[config.mk]
export PLATFORM = sky130hd
export DESIGN_NAME = led_seq_ctrl
export DESIGN_NICKNAME = d
export VERILOG_FILES = /design/src/rtl/led_seq_pkg.sv /design/src/rtl/led_seq_ctrl_tick_gen.sv /design/src/rtl/led_seq_ctrl.sv
export SDC_FILE = /design/constraint.sdc
export NUM_CORES = 1
export LEC_CHECK = 0
export ABC_CLOCK_PERIOD_IN_PS = 2600
export CORE_MARGIN = 8
export CORE_UTILIZATION = 52
export CTS_BUF_LIST = sky130_fd_sc_hd__clkbuf_8 sky130_fd_sc_hd__clkbuf_16
export DETAILED_ROUTE_END_ITERATION = 8
export HOLD_SLACK_MARGIN = 0.05
export PLACE_DENSITY = 0.77
export SETUP_SLACK_MARGIN = 0.5
export SYNTH_ARGS = -nofsm -noshare
export SYNTH_HDL_FRONTEND = slang
export SYNTH_SLANG_ARGS = --single-unit
[constraint.sdc]
create_clock -name pin3_clk_16mhz -period 2.6 [get_ports pin3_clk_16mhz]
set_input_delay 0.52 -clock pin3_clk_16mhz [delete_from_list [all_inputs] [get_ports pin3_clk_16mhz]]
set_output_delay 0.52 -clock pin3_clk_16mhz [all_outputs]
set_load 0.005 [all_outputs]
[src/rtl/led_seq_pkg.sv]
// Shared encodings for the LED sequencer: command modes, FSM states and
// default field widths used by led_seq_ctrl and its tick generator.
package led_seq_pkg;

  localparam int DUR_W_DEF = 10;
  localparam int CNT_W_DEF = 4;

  localparam logic [1:0] MODE_OFF   = 2'd0;
  localparam logic [1:0] MODE_ON    = 2'd1;
  localparam logic [1:0] MODE_BLINK = 2'd2;
  localparam logic [1:0] MODE_BURST = 2'd3;

  typedef enum logic [2:0] {
    ST_IDLE   = 3'd0,
    ST_HOLD   = 3'd1,
    ST_BL_ON  = 3'd2,
    ST_BL_OFF = 3'd3,
    ST_BU_ON  = 3'd4,
    ST_BU_OFF = 3'd5
  } state_t;

endpackage

[src/rtl/led_seq_ctrl_tick_gen.sv]
// Prescaler producing a one-cycle tick every DIV clocks; a synchronous clear
// restarts it so the first tick lands exactly DIV cycles after the clear edge.
module tick_gen #(
  parameter int DIV = 16000
) (
  input  logic clk,
  input  logic rst,
  input  logic clr,
  output logic tick
);

  localparam int PW = (DIV > 1) ? $clog2(DIV) : 1;

  logic [PW-1:0] cnt_q;
  logic [PW-1:0] cnt_d;

  always_comb begin
    cnt_d = cnt_q + PW'(1);
    if (clr || (cnt_q == PW'(DIV - 1))) begin
      cnt_d = '0;
    end
  end

  // Tick is suppressed on the clear cycle so a restart never emits a short tick.
  assign tick = !clr && (cnt_q == PW'(DIV - 1));

  always_ff @(posedge clk or posedge rst) begin
    if (rst) begin
      cnt_q <= '0;
    end else begin
      cnt_q <= cnt_d;
    end
  end

endmodule

[src/rtl/led_seq_ctrl.sv]
// Command-driven LED sequencer for pin13: off, steady on, continuous blink
// and counted bursts, with on/off phases measured in prescaled ticks.
module led_seq_ctrl
  import led_seq_pkg::*;
#(
  parameter int CLK_HZ  = 16000000,
  parameter int TICK_HZ = 1000,
  parameter int DUR_W   = DUR_W_DEF,
  parameter int CNT_W   = CNT_W_DEF
) (
  input  logic             pin3_clk_16mhz,
  input  logic             rst,
  input  logic             cmd_valid,
  output logic             cmd_ready,
  input  logic [1:0]       cmd_mode,
  input  logic [DUR_W-1:0] cmd_on,
  input  logic [DUR_W-1:0] cmd_off,
  input  logic [CNT_W-1:0] cmd_count,
  output logic             busy,
  output logic             done,
  output logic             pin13
);

  localparam int DIV = CLK_HZ / TICK_HZ;

  if ((CLK_HZ % TICK_HZ) != 0 || DIV < 2) begin : g_bad_div
    $error("led_seq_ctrl: CLK_HZ must be a multiple of TICK_HZ with a ratio of at least 2");
  end

  // Handshake: a command transfers on a rising edge where cmd_valid and
  // cmd_ready are both high; cmd_ready depends only on registered state.
  logic accept;
  logic tick;

  state_t           state_q, state_d;
  logic             pin13_q, pin13_d;
  logic             done_q, done_d;
  logic [DUR_W-1:0] tick_cnt_q, tick_cnt_d;
  logic [DUR_W-1:0] on_len_q, on_len_d;
  logic [DUR_W-1:0] off_len_q, off_len_d;
  logic [CNT_W-1:0] rem_q, rem_d;
  logic [DUR_W-1:0] phase_len;
  logic             in_phase;

  assign accept = cmd_valid && cmd_ready;

  tick_gen #(
    .DIV (DIV)
  ) u_tick_gen (
    .clk  (pin3_clk_16mhz),
    .rst  (rst),
    .clr  (accept),
    .tick (tick)
  );

  always_ff @(posedge pin3_clk_16mhz or posedge rst) begin
    if (rst) begin
      state_q    <= ST_IDLE;
      pin13_q    <= 1'b0;
      done_q     <= 1'b0;
      tick_cnt_q <= '0;
      on_len_q   <= '0;
      off_len_q  <= '0;
      rem_q      <= '0;
    end else begin
      state_q    <= state_d;
      pin13_q    <= pin13_d;
      done_q     <= done_d;
      tick_cnt_q <= tick_cnt_d;
      on_len_q   <= on_len_d;
      off_len_q  <= off_len_d;
      rem_q      <= rem_d;
    end
  end

  always_comb begin
    state_d    = state_q;
    pin13_d    = pin13_q;
    done_d     = 1'b0;
    tick_cnt_d = tick_cnt_q;
    on_len_d   = on_len_q;
    off_len_d  = off_len_q;
    rem_d      = rem_q;
    in_phase   = (state_q == ST_BL_ON) || (state_q == ST_BL_OFF) ||
                 (state_q == ST_BU_ON) || (state_q == ST_BU_OFF);
    phase_len  = ((state_q == ST_BL_ON) || (state_q == ST_BU_ON)) ? on_len_q : off_len_q;

    if (accept) begin
      tick_cnt_d = '0;
      // A zero duration is stretched to one tick so every phase is visible.
      on_len_d   = (cmd_on  == '0) ? DUR_W'(1) : cmd_on;
      off_len_d  = (cmd_off == '0) ? DUR_W'(1) : cmd_off;
      rem_d      = cmd_count;
      case (cmd_mode)
        MODE_ON: begin
          state_d = ST_HOLD;
          pin13_d = 1'b1;
        end
        MODE_BLINK: begin
          state_d = ST_BL_ON;
          pin13_d = 1'b1;
        end
        MODE_BURST: begin
          if (cmd_count != '0) begin
            state_d = ST_BU_ON;
            pin13_d = 1'b1;
          end else begin
            state_d = ST_IDLE;
            pin13_d = 1'b0;
            done_d  = 1'b1;
          end
        end
        default: begin
          state_d = ST_IDLE;
          pin13_d = 1'b0;
        end
      endcase
    end else if (tick && in_phase) begin
      if ((tick_cnt_q + DUR_W'(1)) == phase_len) begin
        tick_cnt_d = '0;
        case (state_q)
          ST_BL_ON: begin
            state_d = ST_BL_OFF;
            pin13_d = 1'b0;
          end
          ST_BL_OFF: begin
            state_d = ST_BL_ON;
            pin13_d = 1'b1;
          end
          ST_BU_ON: begin
            state_d = ST_BU_OFF;
            pin13_d = 1'b0;
          end
          default: begin
            rem_d = rem_q - CNT_W'(1);
            if (rem_q == CNT_W'(1)) begin
              state_d = ST_IDLE;
              pin13_d = 1'b0;
              done_d  = 1'b1;
            end else begin
              state_d = ST_BU_ON;
              pin13_d = 1'b1;
            end
          end
        endcase
      end else begin
        tick_cnt_d = tick_cnt_q + DUR_W'(1);
      end
    end
  end

  always_comb begin
    cmd_ready = 1'b1;
    busy      = 1'b0;
    if ((state_q == ST_BU_ON) || (state_q == ST_BU_OFF)) begin
      cmd_ready = 1'b0;
      busy      = 1'b1;
    end
  end

  assign pin13 = pin13_q;
  assign done  = done_q;

endmodule

# Yosys cells after proc, flatten, opt, wreduce, memory -nomap -nowiden
# Index checks and enable logic that the tools add are counted.
[op_classes]
n_addsub = 3
eq_ne = 11
n_mux = 34
n_reduce_logical = 20
[op_table]
columns = ["cell", "count"]
rows = [
  ["$mux W10", 6],
  ["$logic_not A10 Y1", 2],
  ["$pmux W3 S3", 2],
  ["$mux W4", 4],
  ["$mux W3", 5],
  ["$add A14 B1 Y14 const B", 1],
  ["$eq A14 B14 Y1 const B", 1],
  ["$mux W1", 14],
  ["$mux W14", 1],
  ["$add A10 B1 Y10 const B", 1],
  ["$eq A10 B10 Y1", 1],
  ["$eq A3 B2 Y1 const B", 2],
  ["$eq A3 B3 Y1 const B", 2],
  ["$logic_or A1 B1 Y1", 6],
  ["$eq A2 B2 Y1 const B", 2],
  ["$eq A4 B1 Y1 const B", 1],
  ["$pmux W1 S2", 2],
  ["$reduce_bool A2 Y1", 2],
  ["$reduce_bool A4 Y1", 1],
  ["$reduce_or A2 Y1", 2],
  ["$sub A4 B1 Y4 const B", 1],
  ["$logic_and A1 B1 Y1", 3],
  ["$reduce_and A3 Y1", 1],
  ["$reduce_or A3 Y1", 1],
  ["4 further kinds", 4],
]
[totals]
ff_bits = 53
input_bits = 29
output_inout_bits = 4
word_cells = 76

# Longest topological paths before layout
# Gate-level depths: netlist of the first run.
[logic_depth]
depth_word = 9
ltp_mapped = 10
depth_no_buf = 8

# Hierarchy
# From an unflattened synthesis of the first run, not the netlist that was laid out.
[unflattened]
hier_cells = 360
area_unflattened_um2 = 3168.0
[modules_own_cells]
columns = ["module", "n_inst", "cells_per_inst", "area_per_inst_um2"]
rows = [
  ["led_seq_ctrl", 1, 288, 2454.9],
  ["tick_gen", 1, 72, 713.2],
]

# Least setup slack after synthesis of the first run
# OpenSTA, ideal clock, no wires.
[synth_path]
path_kind = "reg-to-reg"
start = "register state_q[1]"
end = "register rem_q[0]"
arrival_time_ns = 2.556
path_slack_ns = -0.076
path_stages_with_launch = 9
n_path_buf = 1
path_cell_list = "dfrtp_1 -> buf_6 -> xnor2_4 -> o21ai_1 -> a21o_1 -> a2111o_1 -> a2111o_1 -> or4_1 -> a31o_1"
[synth_between]
elab_chain_len = 9
[synth_rtl]
columns = ["item", "line_no", "text"]
rows = [
  ["start, declared", "led_seq_ctrl.sv:35", "state_t state_q, state_d;"],
  ["start signal, assigned", "led_seq_ctrl.sv:66", "state_q <= state_d;"],
  ["parallel branches: the longest is 9 deep, another holds $mux W10", "--", ""],
  ["end signal, assigned", "led_seq_ctrl.sv:72", "rem_q <= rem_d;"],
  ["end, declared", "led_seq_ctrl.sv:41", "logic [CNT_W-1:0] rem_q, rem_d;"],
]
# Several ways; the timed one is not identified.
# A chain may end at the register's enable or synchronous reset.

# Worst setup path after layout of the first run
[layout_path]
start = "register state_q[1]"
end = "register state_q[0]"
[layout_between]
elab_chain_len = 9
[layout_rtl]
columns = ["item"]
rows = [
  ["parallel branches: the longest is 9 deep, another holds $mux W10"],
]
# Several ways; the timed one is not identified. The select of a mux whose other input is x is not followed.

==> flow_summary.ini, run 1 <==
[logic_synthesis]
syn_inst = 381
synth_seq_cells = 53
synthesis.nets = 418
synth_cell_type_count = 56
synth_area_mm2 = 0.00321
postSynth.asyncResetShare = 1.00
yosys_warnings = 0
ys.flop_type = dfrtp_1
syn_avg_cell_area_um2 = 8.43
ys_seq_area_frac = 0.413
synth_edf_count = 0

[pwr]
leakage_nw = 1.82
p_per_area_mw_per_mm2 = 736
peakVddDrop_v = 0.000470

[worst_setup_path]
crit_path_max_incr_delay_ps = 470
endpoint_kind = flop
crit_fanout = 5
critPathTopFamily = compound AO/OA/AOI/OAI gates
startpoint = state_q[1]
path_class = flop to flop
required_ps = 2800
r2r_cells = 8
arrival_ps = 2880
slowest_stage = dfrtp_2
cp_num_cells = 8
crit_buf_inv = 1
worst_setup_path_start_kind = flop
r2r_slack_ps = -80
timing.rr.end = state_q[0]
path_cells = xor2_2 > nand3_1 > a21o_1 > a2111o_1 > a2111o_1 > buf_4 > or4_1 > o211a_1
cpMostUsedCell = a2111o_1
endpoint = state_q[0]
regToRegStartpoint = state_q[1]

[global_route]
grt_pass1_wl_um = 13500
track_usage = 0.184
gr-usage-met2 = 0.300
grt-ovfl-total = 0
antenna_found_initial = 0
first_global_vias = 2910
grt_use_met1 = 0.248
top_usage_layer = met2
use_met3 = 0.0405
grt_max_degree = 54

[detailed_routing]
drt-pass1-iter-count = 5
drt_iter0_markers = 144
route.detailed.drc = 0
vias_per_cell = 5.75
ant_nets = 0
drt-wirelength-per-cell_um = 15.5
finalWirelength_um = 8000
vias = 2961

[sta]
finalSetupViolations = 11
final_max_slew_viol_count = 0
worst_slack_ps = -84.0
setup_total_negative_slack_ps = -390
rsz0062_at_grt = yes
relSlewSlack = 0.602
hold_viol = 0
hold_slack_ps = 484
tightest_slew_ps = 596
fin_crit_ps = 2680
period_share = 1.03
fmax_ghz = 0.373
skew_ps = 16.6

[place]
pre_cts_slack_ps = -141
gp_congestion = 0.916
dp_hpwl_um = 5980
portBuffers = 32

[cts]
path_clk_slew_ps = 100
clock_path_buffers = 2
clkLatencyLatePin_ps = 320
root_buffer = clkbuf_8
cts-buffers-inserted = 5
cts.sinks = 53
htree_levels = 2
cts_tree = done

[cells_and_area]
layout-drive-gt1-share = 0.166
layout.nets = 476
post-route-util = 0.681
num_antenna_cells = 0
layout-area-overhead-vs-synth_pct = 26.3

[outcome]
violations = setup timing
status = complete, but fails checks

[floorplan]
die_h_um = 94.6
io_pins = 33
die_x_um = 94.6
rows = 28
start_util = 0.539
core_area_mm2 = 0.00596
die_area_mm2 = 0.00894

[hold_path]
hold_class = flop to flop

[run]
maxCapViolCount = 0
through the flow:
step | cell area, um^2 | instances | power, mW
after floorplan | 3230 | 381 | 1.99
after global placement | 3850 | 504 | 2.38
after detailed placement | 3850 | 504 | 2.42
after CTS | 4010 | 514 | 2.97
after global routing | 4050 | 515 | 3.19
final | 4050 | 515 | 2.99
placed cells by master, fill, tap and decap left out, types with 3 or more instances in the layout:
master	Yosys	final
nand2_1	80	80
dfrtp_1	53	50
buf_4	1	36
clkdlybuf4s50_1	0	31
nor2_1	28	28
nor3_1	21	19
nand3_1	16	16
o21ai_0	15	15
a21oi_1	13	13
and3_1	12	12
inv_1	11	10
xnor2_1	9	9
xor2_1	8	8
ha_1	8	7
clkbuf_8	0	6
and2_1	4	4
nand2b_1	5	4
mux2i_1	4	4
a31oi_1	4	4
nor4_2	0	4
nand4_1	3	3
a22oi_1	3	3
a21boi_0	4	3
nand4b_1	3	3
o21a_1	3	3
a211o_1	3	3
o211ai_1	3	3
nor4_1	7	3
dfrtp_2	0	3
sequential cells by signal, summed over array words and instances, names as in the netlist:
signal            flops
state_q               3
tick_cnt_q           10
u_tick_gen.cnt_q     14
done                  1
rem_q                 4
on_len_q             10
off_len_q            10
pin13                 1
cell type report:
class,count,area [um^2]
Tap cell,75,93.8
Inverter,11,41.3
Fill cell,491,1900
Clock inverter,2,13.8
Sequential cell,53,1330
Clock buffer,6,82.6
Timing Repair Buffer,72,652
Multi-Input combinational cell,296,1840
worst min-delay path, delay by kind of cell (launching register included):
family / cells / cell delay [ps]
simple gates: 1 / 50
compound gates: 1 / 60
flops: 1 / 350
worst min path at each step:
stage / slack, ps / start / to / depth (start not counted)
final: 480 / on_len_q[0] / on_len_q[0] / 2
after global routing: 520 / on_len_q[0] / on_len_q[0] / 2
after CTS: 490 / on_len_q[0] / on_len_q[0] / 2
after detailed placement: 470 / on_len_q[0] / on_len_q[0] / 2
after global placement: 460 / on_len_q[7] / on_len_q[7] / 2
after floorplan: 440 / on_len_q[1] / on_len_q[1] / 2
cells in the mapped netlist (3+ instances only):
| master | number | area [um^2] |
|---|---|---|
| a21boi_0 | 4 | 30.0 |
| nand3_1 | 16 | 80.1 |
| xor2_1 | 8 | 70.1 |
| xnor2_1 | 9 | 78.8 |
| o21a_1 | 3 | 22.5 |
| ha_1 | 8 | 100 |
| nand4_1 | 3 | 18.8 |
| a21oi_1 | 13 | 65.1 |
| and2_1 | 4 | 25.0 |
| nor2_1 | 28 | 105 |
| dfrtp_1 | 53 | 1330 |
| a22oi_1 | 3 | 22.5 |
| nand2_1 | 80 | 300 |
| and3_1 | 12 | 75.1 |
| a31oi_1 | 4 | 25.0 |
| buf_2 | 3 | 15.0 |
| mux2i_1 | 4 | 40.0 |
| o211ai_1 | 3 | 22.5 |
| o31ai_1 | 3 | 22.5 |
| or4_1 | 3 | 22.5 |
| nor4_1 | 7 | 43.8 |
| inv_1 | 11 | 41.3 |
| nand2b_1 | 5 | 31.3 |
| clkbuf_1 | 13 | 48.8 |
| nand4b_1 | 3 | 26.3 |
| o21ai_0 | 15 | 75.1 |
| a211o_1 | 3 | 26.3 |
| nor3_1 | 21 | 105 |
what timing repair did:
item	CTS	global route
buffers inserted	2	1
hold buffers	0	0
setup endpoints to repair	20	19
resized for setup	14	8
pin swaps	7	3
logic make-up (layout without fill, tap and decap cells):
group / Yosys count / count (layout) / synth area share
multiplexers: 5 / 5 / 0.0160
XOR/XNOR: 19 / 19 / 0.0600
flip-flops: 53 / 53 / 0.413
AO/OA/AOI/OAI: 72 / 72 / 0.154
buffers and inverters: 32 / 91 / 0.0425
AND/OR/NAND/NOR: 192 / 192 / 0.283
adder cells (fa/ha/maj): 8 / 8 / 0.0312
power by group:
part           internal, mW  switching [mW]  total (mW)  leakage, nW
sequential             1.03           0.182        1.21        0.680
clock                 0.217           0.279       0.496       0.0512
combinational         0.594           0.682        1.28         1.09
per-layer routing:
metal,up-vias,part of all wire,routed length (um)
li1,1460,-,-
met1,1416,0.47,3770
met2,79,0.47,3780
met3,6,0.050,397
met4,0,0.0060,48
met5,-,0,0
No activity file was read; power rests on OpenSTA's default activity.
==> run 2, diff against run 1 <==
--- a/config.mk
+++ b/config.mk
@@ -7,11 +7,13 @@
 export LEC_CHECK = 0
 export ABC_CLOCK_PERIOD_IN_PS = 2600
 export CORE_MARGIN = 8
-export CORE_UTILIZATION = 52
+export CORE_UTILIZATION = 57
 export CTS_BUF_LIST = sky130_fd_sc_hd__clkbuf_8 sky130_fd_sc_hd__clkbuf_16
+export CTS_CLUSTER_SIZE = 25
 export DETAILED_ROUTE_END_ITERATION = 8
+export DONT_BUFFER_PORTS = 1
 export HOLD_SLACK_MARGIN = 0.05
-export PLACE_DENSITY = 0.77
+export PLACE_DENSITY = 0.75
 export SETUP_SLACK_MARGIN = 0.5
 export SYNTH_ARGS = -nofsm -noshare
 export SYNTH_HDL_FRONTEND = slang
==> flow_summary.ini, run 2 (synthesis gave the netlist of run 1 again) <==
[outcome]
status = complete, but fails checks
violations = setup timing

[sta]
finalSetupViolations = 13
period_share = 1.05
fin_crit_ps = 2730
hold_viol = 0
tightest_slew_ps = 661
final_max_slew_viol_count = 0
fmax_ghz = 0.366
worst_slack_ps = -129
rsz0062_at_grt = yes
skew_ps = 10.8
relSlewSlack = 0.558

[cells_and_area]
fillers = 444
layout.nets = 450
finalNonFillerCells = 486
final_cell_mix = 80 x nand2_1, 52 x dfrtp_1, 41 x buf_4
layout-drive-gt1-share = 0.193
num_antenna_cells = 0
seq_area_mm2 = 0.00133
final_common_cell = nand2_1
post-route-util = 0.697
regMostFlops = u_tick_gen.cnt_q
layout-area-overhead-vs-synth_pct = 18.9
multi_input_area_mm2 = 0.00187
postLayoutCellArea_mm2 = 0.00382
largest_reg_flops = 14

[pwr]
p_per_area_mw_per_mm2 = 815
peakVddDrop_v = 0.000475
leakage_nw = 1.74

[worst_setup_path]
path_class = flop to flop
crit_fanout = 5
endpoint_kind = flop
path_cells = buf_6 > xnor2_4 > o21ai_2 > a21o_1 > a2111o_1 > a2111o_1 > or4_4 > a31o_1
arrival_ps = 2940
slowest_stage = or4_4
worst_setup_path_start_kind = flop
r2r_slack_ps = -130
required_ps = 2810
cpMostUsedCell = a2111o_1
r2r_cells = 8
crit_path_max_incr_delay_ps = 560

[global_route]
first_global_vias = 2707
antenna_found_initial = 0
grt_pass1_wl_um = 12900
grt-ovfl-total = 0
track_usage = 0.186
grt_max_degree = 54

[place]
gp_congestion = 0.887
dp_cells = 473
dp_hpwl_um = 5750
pre_cts_slack_ps = -181
placed_cell_area_mm2 = 0.00353
portBuffers = 0

[detailed_routing]
drt-pass1-iter-count = 5
route.detailed.drc = 0
drt_iter0_markers = 181
ant_nets = 0
drt-wirelength-per-cell_um = 16.4
vias = 2883
vias_per_cell = 5.93
finalWirelength_um = 7970

[cts]
clkLatencyLatePin_ps = 310
clock_path_buffers = 2
path_clk_slew_ps = 100
htree_levels = 2
root_buffer = clkbuf_8
cts_tree = done
cts.sinks = 53
cts-buffers-inserted = 5

[floorplan]
core_area_mm2 = 0.00547
die_h_um = 91.1
rows = 27
die_x_um = 91.1
start_util = 0.587
die_area_mm2 = 0.00829
io_pins = 33

[hold_path]
hold_class = input port to async pin

[run]
maxCapViolCount = 0
## run 2: cell types whose count changed in the layout (fill, tap and decap cells not counted), moves of 2 or more
cell / previous run / this run
clkdlybuf4s50_1: 31 / 0
o221ai_2: 0 / 2
o31ai_2: 2 / 0
o221ai_1: 2 / 0
dfrtp_1: 50 / 52
dfrtp_2: 3 / 1
o21ai_0: 15 / 13
buf_4: 36 / 41
mux2i_2: 0 / 2
buf_6: 2 / 4
mux2i_1: 4 / 2
## run 2: power breakdown
group | total, mW | switching, mW | leakage, nW | internal, mW
Combinational | 1.31 | 0.701 | 0.997 | 0.607
Clock | 0.580 | 0.270 | 0.0626 | 0.310
Sequential | 1.22 | 0.188 | 0.683 | 1.03
## run 2: routing by layer
metal | up-vias | share of wire | track usage
met3 | 17 | 0.057 | 0.0354
met5 | - | 0 | 0
met1 | 1360 | 0.46 | 0.250
li1 | 1401 | - | -
met4 | 0 | 0.020 | 0.0614
met2 | 105 | 0.46 | 0.294
## run 2: what timing repair did
item,CTS,global route
resized for setup,12,16
cloned,0,0
endpoints found under the hold margin,0,0
hold buffers,0,0
endpoints found under the setup margin,18,18
pin swaps,10,8
setup buffers,2,3
## run 2: area by class of cell
class	instances	area share
clock buffer	6	0.0216
clock inverter	2	0.00885
inverter	11	0.0108
multi-input combinational	296	0.490
sequential	53	0.348
tap	72	0.0236
timing repair buffer	46	0.0977
## run 2: critical path: cells and delay by family (launching register included)
family                    cells  cell delay [ps]
AOI/OAI and AO/OA             5             1250
xor gates and xnor gates      1              220
buffers and inverters         1              140
DFF                           1              450
and+or+nand+nor               1              560
## run 2: final timing paths
| path | endpoint | start |
|---|---|---|
| worst max register to register | rem_q[0] | state_q[2] |
| worst max-delay path | rem_q[0] | state_q[2] |
| min in group pin3_clk_16mhz | off_len_q[9] | cmd_off[9] |
| worst min register to register | on_len_q[1] | on_len_q[1] |
| max in group asynchronous | state_q[2] | rst |
| worst min-delay path | state_q[2] | rst |
## run 2: stage by stage
stage / TNS [ps] / hold WS (ps) / total power [mW]
detailed placement: -598 / 459 / 2.36
global placement: -184 / 457 / 2.31
CTS: -837 / 290 / 2.98
floorplan: 0 / 437 / 1.99
finish: -908 / 268 / 3.11
global route: -1760 / 313 / 3.31
